<file path="config.mk">
export PLATFORM = sky130hd
export DESIGN_NAME = conv_operand_fetch
export DESIGN_NICKNAME = d
export VERILOG_FILES = /design/src/rtl/conv_pkg.sv /design/src/rtl/conv_operand_fetch_stream.sv /design/src/rtl/conv_operand_fetch.sv
export SDC_FILE = /design/constraint.sdc
export NUM_CORES = 1
export LEC_CHECK = 0
export ABC_CLOCK_PERIOD_IN_PS = 2400
export BUFFER_PORTS_ARGS = -buffer_cell sky130_fd_sc_hd__buf_2
export CAP_MARGIN = 40
export CORE_ASPECT_RATIO = 1.2
export CORE_MARGIN = 10
export CORE_UTILIZATION = 51
export CTS_CLUSTER_DIAMETER = 80
export DETAILED_ROUTE_END_ITERATION = 16
export PLACE_DENSITY = 0.79
export SETUP_SLACK_MARGIN = 0.05
export SLEW_MARGIN = 30
export SYNTH_ARGS = -nofsm -noshare
export SYNTH_HDL_FRONTEND = slang
export SYNTH_SLANG_ARGS = --single-unit
</file>
<file path="constraint.sdc">
create_clock -name clk1 -period 2.4 [get_ports clk1]
set_clock_uncertainty 0.2 [all_clocks]
set_input_delay 0.36 -clock clk1 [delete_from_list [all_inputs] [get_ports clk1]]
set_output_delay 0.36 -clock clk1 [all_outputs]
set_load 0.02 [all_outputs]
</file>
<file path="src/rtl/conv_pkg.sv">
// Shared types, default geometry and helpers for the convolution operand fetcher.
// Derived word counts are exposed both as defaults and as functions of the geometry.
package conv_pkg;

    typedef enum logic [1:0] {
        IDLE   = 2'd0,
        ACTIVE = 2'd1,
        DRAIN  = 2'd2,
        DONE   = 2'd3
    } state_e;

    localparam int DEF_IFM_SIZE    = 9;
    localparam int DEF_PAD         = 2;
    localparam int DEF_KERNEL_SIZE = 4;
    localparam int DEF_CI          = 3;
    localparam int DEF_CO          = 4;

    localparam int N_REAL    = DEF_IFM_SIZE - 2 * DEF_PAD;
    localparam int IFM_WORDS = DEF_CI * N_REAL * N_REAL;
    localparam int WGT_WORDS = DEF_CO * DEF_CI * DEF_KERNEL_SIZE * DEF_KERNEL_SIZE;

    // Ceiling log2, never below 1 so it can size a register.
    function automatic int clog2(input int v);
        int r;
        r = 0;
        while ((1 << r) < v) r++;
        return (r < 1) ? 1 : r;
    endfunction

    function automatic int calc_ifm_words(input int size, input int pad, input int ci);
        return ci * (size - 2 * pad) * (size - 2 * pad);
    endfunction

    function automatic int calc_wgt_words(input int k, input int ci, input int co);
        return co * ci * k * k;
    endfunction

endpackage

</file>
<file path="src/rtl/conv_operand_fetch_stream.sv">
// One SRAM read stream: pointer with optional wrap, pass counter,
// exhausted flag, read-enable gating and a 1-cycle valid/data return.
module operand_stream
    import conv_pkg::*;
#(
    parameter int   AW     = 7,
    parameter int   DATA_W = 8,
    parameter int   WORDS  = 75,
    parameter int   PASSES = 4,
    parameter logic WRAP   = 1'b1
) (
    input  logic              clk1,
    input  logic              rst,
    input  logic              clear,
    input  logic              enable,
    input  logic              req,
    input  logic [DATA_W-1:0] rdata,
    output logic              ce,
    output logic [AW-1:0]     addr,
    output logic [DATA_W-1:0] data,
    output logic              valid,
    output logic              exhausted,
    output logic              last
);

    localparam int PW = clog2(PASSES + 1);
    localparam logic [AW-1:0] LAST_PTR  = AW'(WORDS - 1);
    localparam logic [PW-1:0] LAST_PASS = PW'(PASSES - 1);

    logic [AW-1:0]     ptr_q, ptr_d;
    logic [PW-1:0]     pass_q, pass_d;
    logic              exh_q, exh_d;
    logic              valid_q, valid_d;
    logic [DATA_W-1:0] hold_q, hold_d;
    logic              at_end;

    assign ce        = req & enable & ~exh_q;
    assign at_end    = (ptr_q == LAST_PTR);
    assign last      = ce & at_end & (pass_q == LAST_PASS);
    assign addr      = ptr_q;
    assign valid     = valid_q;
    assign exhausted = exh_q;
    // SRAM output is live in the valid cycle; the hold register keeps it afterwards.
    assign data      = valid_q ? rdata : hold_q;

    // Next pointer, pass and exhaustion state for each accepted read.
    always_comb begin
        ptr_d   = ptr_q;
        pass_d  = pass_q;
        exh_d   = exh_q;
        valid_d = ce;
        hold_d  = valid_q ? rdata : hold_q;
        if (clear) begin
            ptr_d  = '0;
            pass_d = '0;
            exh_d  = 1'b0;
        end else if (ce) begin
            if (at_end) begin
                pass_d = pass_q + PW'(1);
                ptr_d  = WRAP ? '0 : ptr_q + AW'(1);
                if (pass_q == LAST_PASS) exh_d = 1'b1;
            end else begin
                ptr_d = ptr_q + AW'(1);
            end
        end
    end

    // Stream state registers.
    always_ff @(posedge clk1 or posedge rst) begin
        if (rst) begin
            ptr_q   <= '0;
            pass_q  <= '0;
            exh_q   <= 1'b0;
            valid_q <= 1'b0;
            hold_q  <= '0;
        end else begin
            ptr_q   <= ptr_d;
            pass_q  <= pass_d;
            exh_q   <= exh_d;
            valid_q <= valid_d;
            hold_q  <= hold_d;
        end
    end

endmodule

</file>
<file path="src/rtl/conv_operand_fetch.sv">
// Operand-request responder: sequences IFM and weight SRAM reads for one
// convolution, returns data with valid flags, flags overruns, pulses done.
module conv_operand_fetch
    import conv_pkg::*;
#(
    parameter int IFM_SIZE    = DEF_IFM_SIZE,
    parameter int PAD         = DEF_PAD,
    parameter int KERNEL_SIZE = DEF_KERNEL_SIZE,
    parameter int CI          = DEF_CI,
    parameter int CO          = DEF_CO,
    parameter int DATA_W      = 8,
    parameter int IFM_AW      = 7,
    parameter int WGT_AW      = 8
) (
    input  logic              clk1,
    input  logic              rst,
    input  logic              start_conv,
    input  logic              ifm_read,
    input  logic              wgt_read,
    output logic              ifm_ce,
    output logic [IFM_AW-1:0] ifm_addr,
    input  logic [DATA_W-1:0] ifm_rdata,
    output logic              wgt_ce,
    output logic [WGT_AW-1:0] wgt_addr,
    input  logic [DATA_W-1:0] wgt_rdata,
    output logic [DATA_W-1:0] ifm_data,
    output logic              ifm_valid,
    output logic [DATA_W-1:0] wgt_data,
    output logic              wgt_valid,
    output logic              busy,
    output logic              fetch_done,
    output logic              err_overrun
);

    localparam int IFM_WC = calc_ifm_words(IFM_SIZE, PAD, CI);
    localparam int WGT_WC = calc_wgt_words(KERNEL_SIZE, CI, CO);

    state_e state_q, state_d;
    logic   err_q, err_d;
    logic   active, clear;
    logic   ifm_exh, ifm_last, wgt_exh, wgt_last;
    logic   strobe_err;

    assign active = (state_q == ACTIVE);
    assign clear  = (state_q == IDLE) & start_conv;

    operand_stream #(
        .AW     (IFM_AW),
        .DATA_W (DATA_W),
        .WORDS  (IFM_WC),
        .PASSES (CO),
        .WRAP   (1'b1)
    ) u_ifm (
        .clk1      (clk1),
        .rst       (rst),
        .clear     (clear),
        .enable    (active),
        .req       (ifm_read),
        .rdata     (ifm_rdata),
        .ce        (ifm_ce),
        .addr      (ifm_addr),
        .data      (ifm_data),
        .valid     (ifm_valid),
        .exhausted (ifm_exh),
        .last      (ifm_last)
    );

    operand_stream #(
        .AW     (WGT_AW),
        .DATA_W (DATA_W),
        .WORDS  (WGT_WC),
        .PASSES (1),
        .WRAP   (1'b0)
    ) u_wgt (
        .clk1      (clk1),
        .rst       (rst),
        .clear     (clear),
        .enable    (active),
        .req       (wgt_read),
        .rdata     (wgt_rdata),
        .ce        (wgt_ce),
        .addr      (wgt_addr),
        .data      (wgt_data),
        .valid     (wgt_valid),
        .exhausted (wgt_exh),
        .last      (wgt_last)
    );

    // A strobe that cannot be served is a protocol overrun.
    assign strobe_err = (ifm_read & ~(active & ~ifm_exh))
                      | (wgt_read & ~(active & ~wgt_exh));

    // Next state and sticky error; a new start clears the flag.
    always_comb begin
        state_d = state_q;
        err_d   = clear ? strobe_err : (err_q | strobe_err);
        unique case (state_q)
            IDLE:   if (start_conv) state_d = ACTIVE;
            ACTIVE: if ((ifm_exh | ifm_last) & (wgt_exh | wgt_last))
                        state_d = DRAIN;
            DRAIN:  state_d = DONE;
            DONE:   state_d = IDLE;
            default: state_d = IDLE;
        endcase
    end

    // State and error registers.
    always_ff @(posedge clk1 or posedge rst) begin
        if (rst) begin
            state_q <= IDLE;
            err_q   <= 1'b0;
        end else begin
            state_q <= state_d;
            err_q   <= err_d;
        end
    end

    assign busy        = (state_q == ACTIVE) | (state_q == DRAIN);
    assign fetch_done  = (state_q == DONE);
    assign err_overrun = err_q;

endmodule

</file>
==> metrics, run 1 <==
status=finished, final reports clean; Die W=~77 µm; initial antenna violation count=0; Post-synth EDFFs=0; Switching Share=approximately 36%; Die Y=approximately 90 µm; Port Buffers=a little under 60; fillers=between 300 and 400; final hold violation count=0; syn nets=a little over 200; ANT nets after route=0; Max FO, Critical Path=6; area grow syn2layout=22.68%; f_max=approximately 460 MHz; DRC=0; yosys warns=0; placed cell count=approximately 280; RSZ-0062 raised after global routing=no; CP delay by family, top=buffers and inverters; routability cong.=slightly above 0.8; max-cap viol count=0; wire per inst=approximately 15 µm; Clock Pin Slew Worst Setup and Hold Paths=roughly 0.070 ns; total CTS buffers=5; Synth area leader=dfrtp_1; syn avg cell area=11.52 µm²; hpwl dp=~3300 µm; layout cell share with drive strength beyond 1=between 30% and 40%; vias post-DR=approximately 1.5k; sequential share of the synthesized area=53.06%; critical path class=reg2out; power density cells=802.2 nW/µm²; CTS max path bufs=2; Max Slew Vio Count=0; number of global-route vias before repair=1557; Boundary Pins=roughly 60; actual slew at the worst max-slew pin=0.5173 ns; post-CTS sizing=0; router iterations before antenna repair=4; Netlist cell types=36; minimum clock period after layout=2.190 ns; synth top area cells=dfrtp_1 53%, mux2_2 9.1%, ha_1 6.3%, nor2_1 3.0%, nand2_1 2.7%; DIE AREA=6787 µm²; Synth async-reset ratio=100.0%; Initial Util=53.62%; sequential power share=between 40% and 50%; crit-path cells=inv_1 -> ha_1 -> nand3b_1 -> inv_1 -> buf_2; All-Layer GR Usage=between 10% and 20%; share of the synthesized area in the top cell type=53.06%; ant diodes=0; HP Class=in2reg; Core Rows=24; CTS sink cnt=42; Int Power=roughly 1200 µW; pin count of the biggest net entering global routing=43; CTS tree=yes; #FFs+latches synth=42; Leak=between 0.001 and 0.0015 µW; synthesized area=~2000 µm²; Worst-Skew Late Latency=0.29 ns; CORE AREA=3694 µm²; initial DRC count=between 60 and 70; setup TNS=0 ns; ys flop type=dfrtp_1; final wirelength=between 4000 and 5000 µm; Setup crit start kind=register; normalized max-slew margin=approximately two thirds; Via-to-Cell Ratio=5.159; grt ovf=0; Finished Layout Cells=just under 300; Root Driver=clkbuf_8; Worst Setup End Kind=output port; CP most frequent cell=inv_1; WP data arrival=approximately 1.6 ns; combinational share of power=approximately 29%; peak supply drop=roughly 0.00049 V; fin crit share=slightly above 90%; Crit path buffers/inverters=3; Setup Viol. Count Final=0; Final nets=approximately 270; CTS H-tree lvls=2; cells after synthesis=between 150 and 200; first-pass GRT wire length=about 7200 µm; CP required=between 1.5 and 2 ns; slowest CP cell=dfrtp_1; Sw Pwr=between 700 and 800 µW; Clock power frac=between 20% and 30%; CP max stage delay=0.43 ns
state kept, by name, indices dropped and copies added (netlist names):
| register | cells |
|---|---|
| u_ifm.valid | 1 |
| u_ifm.addr | 7 |
| u_ifm.hold_q | 8 |
| state_q | 2 |
| u_wgt.pass_q | 1 |
| u_wgt.addr | 8 |
| u_wgt.exhausted | 1 |
| u_ifm.exhausted | 1 |
| u_wgt.hold_q | 8 |
| u_wgt.valid | 1 |
| err_overrun | 1 |
| u_ifm.pass_q | 3 |
cell usage in the layout (no fill, tap or decap), drive strengths merged, types with 6 or more instances in the layout:
cell type,instances
nand2,14
clkbuf,7
inv,12
o21ai,6
dfrtp,42
mux2,18
nor2,16
buf,61
ha,10
cell type report:
cell class | count | area, µm² | share of cell area (%)
well taps | 52 | 65.06 | 2.678
multi-input cells | 114 | 869.6 | 35.79
repair buffers | 62 | 322.8 | 13.29
clock buffers | 7 | 76.32 | 3.141
inverters | 12 | 45.04 | 1.854
flip-flops and latches | 42 | 1051 | 43.25
what timing repair did:
item                                    CTS  global route
endpoints found under the setup margin    0             0
hold buffers                              1             0
buffers inserted                          0             0
endpoints found under the hold margin    15             0
power groups by stage:
stage          sequential, µW  clock, µW  combinational, µW
6_report                  972        416                561
2_1_floorplan            1060          0                273
3_5_place_dp              981          0                572
4_1_cts                   971        432                573
3_3_place_gp              979          0                561
5_1_grt                   992        456                622
Yosys cell counts, types with 2 or more instances:
master	number
dfrtp_1	42
mux2_2	16
nor2_1	16
nand2_1	14
inv_1	12
ha_1	10
o21ai_0	6
nand3_1	5
xnor2_1	5
xor2_1	5
clkbuf_1	4
a21oi_1	3
a31oi_1	3
nand4_1	3
a41oi_1	2
and3_1	2
mux2i_1	2
nand2b_1	2
nand3b_1	2
nor3_1	2
routing by layer:
metal	GRT usage, %	up-vias	wire (µm)
li1	-	721	-
met1	14.22	718	1840
met2	21.87	47	2039
met3	5.578	5	308
met4	6.937	0	75
met5	0	-	0
per-stage QoR:
stage	util, %	hold slack, ns	setup slack, ns	total power, µW	instance area [µm²]
3_3_place_gp	63.45	0.2708	0.3514	1540	2344
5_1_grt	65.79	0.1074	0.08058	2070	2430
6_report	65.79	0.1131	0.2098	1949	2430
3_5_place_dp	63.45	0.2817	0.2827	1553	2344
4_1_cts	65.79	0.1046	0.2015	1976	2430
2_1_floorplan	-	0.2581	0.3554	1337	1981
logic make-up (layout without fill, tap and decap cells):
kind of cell / Yosys count / in the layout / share of synthesized area (%)
xor gates and xnor gates: 10 / 10 / 4.422
buffers and inverters: 16 / 81 / 3.032
DFF: 42 / 42 / 53.06
and+or+nand+nor: 54 / 54 / 14.53
adders and majority gates: 10 / 10 / 6.317
AOI/OAI and AO/OA: 20 / 20 / 7.202
muxes: 20 / 20 / 11.43
worst paths after layout:
kind	cells past startpoint	slack (ns)	start	end
max in group asynchronous	4	1.12	rst	u_wgt.hold_q[3]$_DFF_PP0_
hold reg to reg	1	0.29	u_ifm.hold_q[7]$_DFF_PP0_	u_ifm.hold_q[7]$_DFF_PP0_
hold / removal	2	0.11	wgt_rdata[4]	u_wgt.hold_q[4]$_DFF_PP0_
min in group asynchronous	4	0.54	rst	u_wgt.hold_q[0]$_DFF_PP0_
setup reg to reg	6	0.27	state_q[1]$_DFFE_PP0P_	state_q[1]$_DFFE_PP0P_
setup / recovery	5	0.21	state_q[1]$_DFFE_PP0P_	wgt_ce
No activity file was read; power rests on OpenSTA's default activity.
==> run 2: changes to the inputs <==
--- a/config.mk
+++ b/config.mk
@@ -18,4 +18,5 @@
 export SLEW_MARGIN = 30
 export SYNTH_ARGS = -nofsm -noshare
 export SYNTH_HDL_FRONTEND = slang
+export SYNTH_HIERARCHICAL = 1
 export SYNTH_SLANG_ARGS = --single-unit
==> metrics, run 2 <==
Boundary Pins=slightly below 60; crit path capture=state_q[1]$_DFFE_PP0P_; sequential cell area=approximately 1100 µm²; critical path class=reg2reg; DIE AREA=approximately 7000 µm²; CP max stage delay=between 0.4 and 0.5 ns; Worst-Skew Late Latency=slightly below 0.3 ns; ANT nets after route=0; router iterations before antenna repair=4; synth cell count leaders=42 x dfrtp_1, 16 x mux2_2, 15 x inv_1; Root Driver=clkbuf_8; Crit path buffers/inverters=1; combinational share of power=a little under a quarter; Setup WS post-layout=roughly 0.15 ns; Post-synth EDFFs=0; actual slew at the worst max-slew pin=approximately 0.7 ns; Setup crit start kind=register; ys flop type=dfrtp_1; CTS H-tree lvls=2; CTS sink cnt=42; R2R Path Start=state_q[1]$_DFFE_PP0P_; worst slack, placed=between 0.1 and 0.15 ns; Worst Setup End Kind=register; max-cap viol count=0; Leak=about 0.0013 µW; commonest non-fill, non-tap cell in the layout=buf_2; first-pass GRT wire length=between 7000 and 8000 µm; flop2flop setup slack=about 0.15 ns; synth top area cells=dfrtp_1 52%, mux2_2 8.9%, ha_1 6.2%, a21oi_1 3.2%, inv_1 2.8%; CP delay by family, top=simple AND/OR/NAND/NOR gates; peak supply drop=~0.00045 V; minimum clock period after layout=~2.3 ns; sequential power share=roughly 50%; WP data arrival=2.23 ns; slowest CP cell=dfrtp_1; RSZ-0062 raised after global routing=no; setup TNS=0 ns; final hold violation count=0; Final nets=273; fin crit share=between 90% and 100%; Switching Share=between 30 and 40%; WHS=between 0.1 and 0.15 ns; status=finished, final reports clean; All-Layer GR Usage=a little over an eighth; Setup Viol. Count Final=0; HP Class=in2reg; Netlist cell types=between 40 and 50; grt ovf=0; cells after synthesis=between 150 and 200; total CTS buffers=5; most frequent cells in the layout=58 x buf_2, 42 x dfrtp_1, 16 x mux2_2; Sw Pwr=roughly 530 µW; vias post-DR=approximately 1.6k; yosys warns=6; wire per inst=about 15 µm; CP required=roughly 2.4 ns; f_max=444.2 MHz; Via-to-Cell Ratio=5.290; DRC=0; Die W=between 70 and 80 µm; share of the synthesized area in the top cell type=between 50% and 60%; Clock power frac=27.3%; Crit. Startpoint=state_q[1]$_DFFE_PP0P_; pin count of the biggest net entering global routing=21; normalized max-slew margin=a little over half; layout cell share with drive strength beyond 1=about two fifths; power density cells=a little under 700 nW/µm²; CORE AREA=3879 µm²; ant diodes=0; syn nets=between 200 and 250; number of global-route vias before repair=~1.6k; Worst path depth=7; Port Buffers=58; sequential share of the synthesized area=51.88%; initial DRC count=63; synthesized area=a little over 2000 µm²; reg2reg path depth=7; #FFs+latches synth=42; hpwl dp=3568 µm; worst reg2reg endpoint=state_q[1]$_DFFE_PP0P_; total setup buffers inserted after CTS=0; crit-path cells=inv_1 -> ha_4 -> nand4b_4 -> nor4_2 -> or3b_1 -> o221a_2 -> mux2_1; Die Y=slightly below 90 µm; Post-Layout Inst Area=2507 µm²; Clock Pin Slew Worst Setup and Hold Paths=about 0.080 ns; fillers=roughly 340; Int Power=1170 µW; Synth area leader=dfrtp_1; most frequent cell after synthesis=dfrtp_1; Core Rows=25; Initial Util=a little over half; Multi-input gate area=~900 µm²; Synth async-reset ratio=100.0%; routability cong.=~0.83; final wirelength=between 4000 and 5000 µm; Max Slew Vio Count=0; CTS max path bufs=2; CTS tree=yes; initial antenna violation count=0; area grow syn2layout=23.78%; Max FO, Critical Path=9; dpl cell area=2371 µm²; syn avg cell area=between 10 and 15 µm²
-- run 2: changes by cell type after synthesis, sizes merged, moves of 3 or more --
cell / before / now
a21oi: 4 / 14
nor2: 16 / 10
or3: 1 / 6
nand2: 14 / 10
xnor2: 5 / 1
inv: 12 / 15
nand4b: 0 / 3
or4: 0 / 3
-- run 2: through the flow --
step                      power [µW]  utilization, %  cells
after floorplan                 1115               -    178
final                           1702           64.65    297
after detailed placement        1250           61.13    287
after CTS                       1724           63.84    296
after global placement          1240           61.13    287
after global routing            1809           64.65    297
-- run 2: metal layers --
layer  share of wire, %  wire length [µm]  global-route usage (%)  up-vias
met5                  0                 0                       0        -
met4                1.3                59                   5.648        0
met3                6.9               315                   5.231        9
met2                 51              2302                   22.98       48
met1                 41              1862                   14.57      762
li1                   -                 -                       -      752
-- run 2: power by group through the flow --
| stage | sequential [µW] | clock [µW] | combinational [µW] |
|---|---|---|---|
| final | 853 | 464 | 384 |
| after CTS | 852 | 484 | 388 |
| after detailed placement | 864 | 0 | 386 |
| after global placement | 862 | 0 | 377 |
| after floorplan | 909 | 0 | 207 |
| after global routing | 866 | 513 | 430 |
-- run 2: worst min-delay path by stage --
stage,cells after the start,from,slack [ns],endpoint
detailed placement,2,rst,0.06,err_overrun$_DFF_PP0_
global placement,2,rst,0.05,err_overrun$_DFF_PP0_
finish,2,wgt_rdata[0],0.11,u_wgt/hold_q[0]$_DFF_PP0_
floorplan,1,rst,-0.09,err_overrun$_DFF_PP0_
CTS,2,wgt_rdata[0],0.10,u_wgt/hold_q[0]$_DFF_PP0_
global route,2,wgt_rdata[5],0.11,u_wgt/hold_q[5]$_DFF_PP0_
-- run 2: cells by family after synthesis --
logic type                 after synthesis  share of synthesized area, %
muxes                                   19                         10.44
buffers and inverters                   21                         4.632
DFF                                     42                         51.88
xor gates and xnor gates                 4                         1.730
AOI/OAI and AO/OA                       30                         8.771
adders and majority gates               10                         6.177
and+or+nand+nor                         52                         16.37
-- run 2: final cells by class --
type                       count  area share, %
multi-input combinational    115          35.88
clock inverter                 2         0.4990
clock buffer                   6          3.293
timing repair buffer          63          13.47
sequential                    42          41.92
inverter                      15          2.246
tap                           54          2.695
-- run 2: repair_timing --
item | in CTS | in global routing
endpoints found under the setup margin | 0 | 1
endpoints found under the hold margin | 3 | 0
hold buffers | 1 | 0
gates resized for setup | 0 | 2
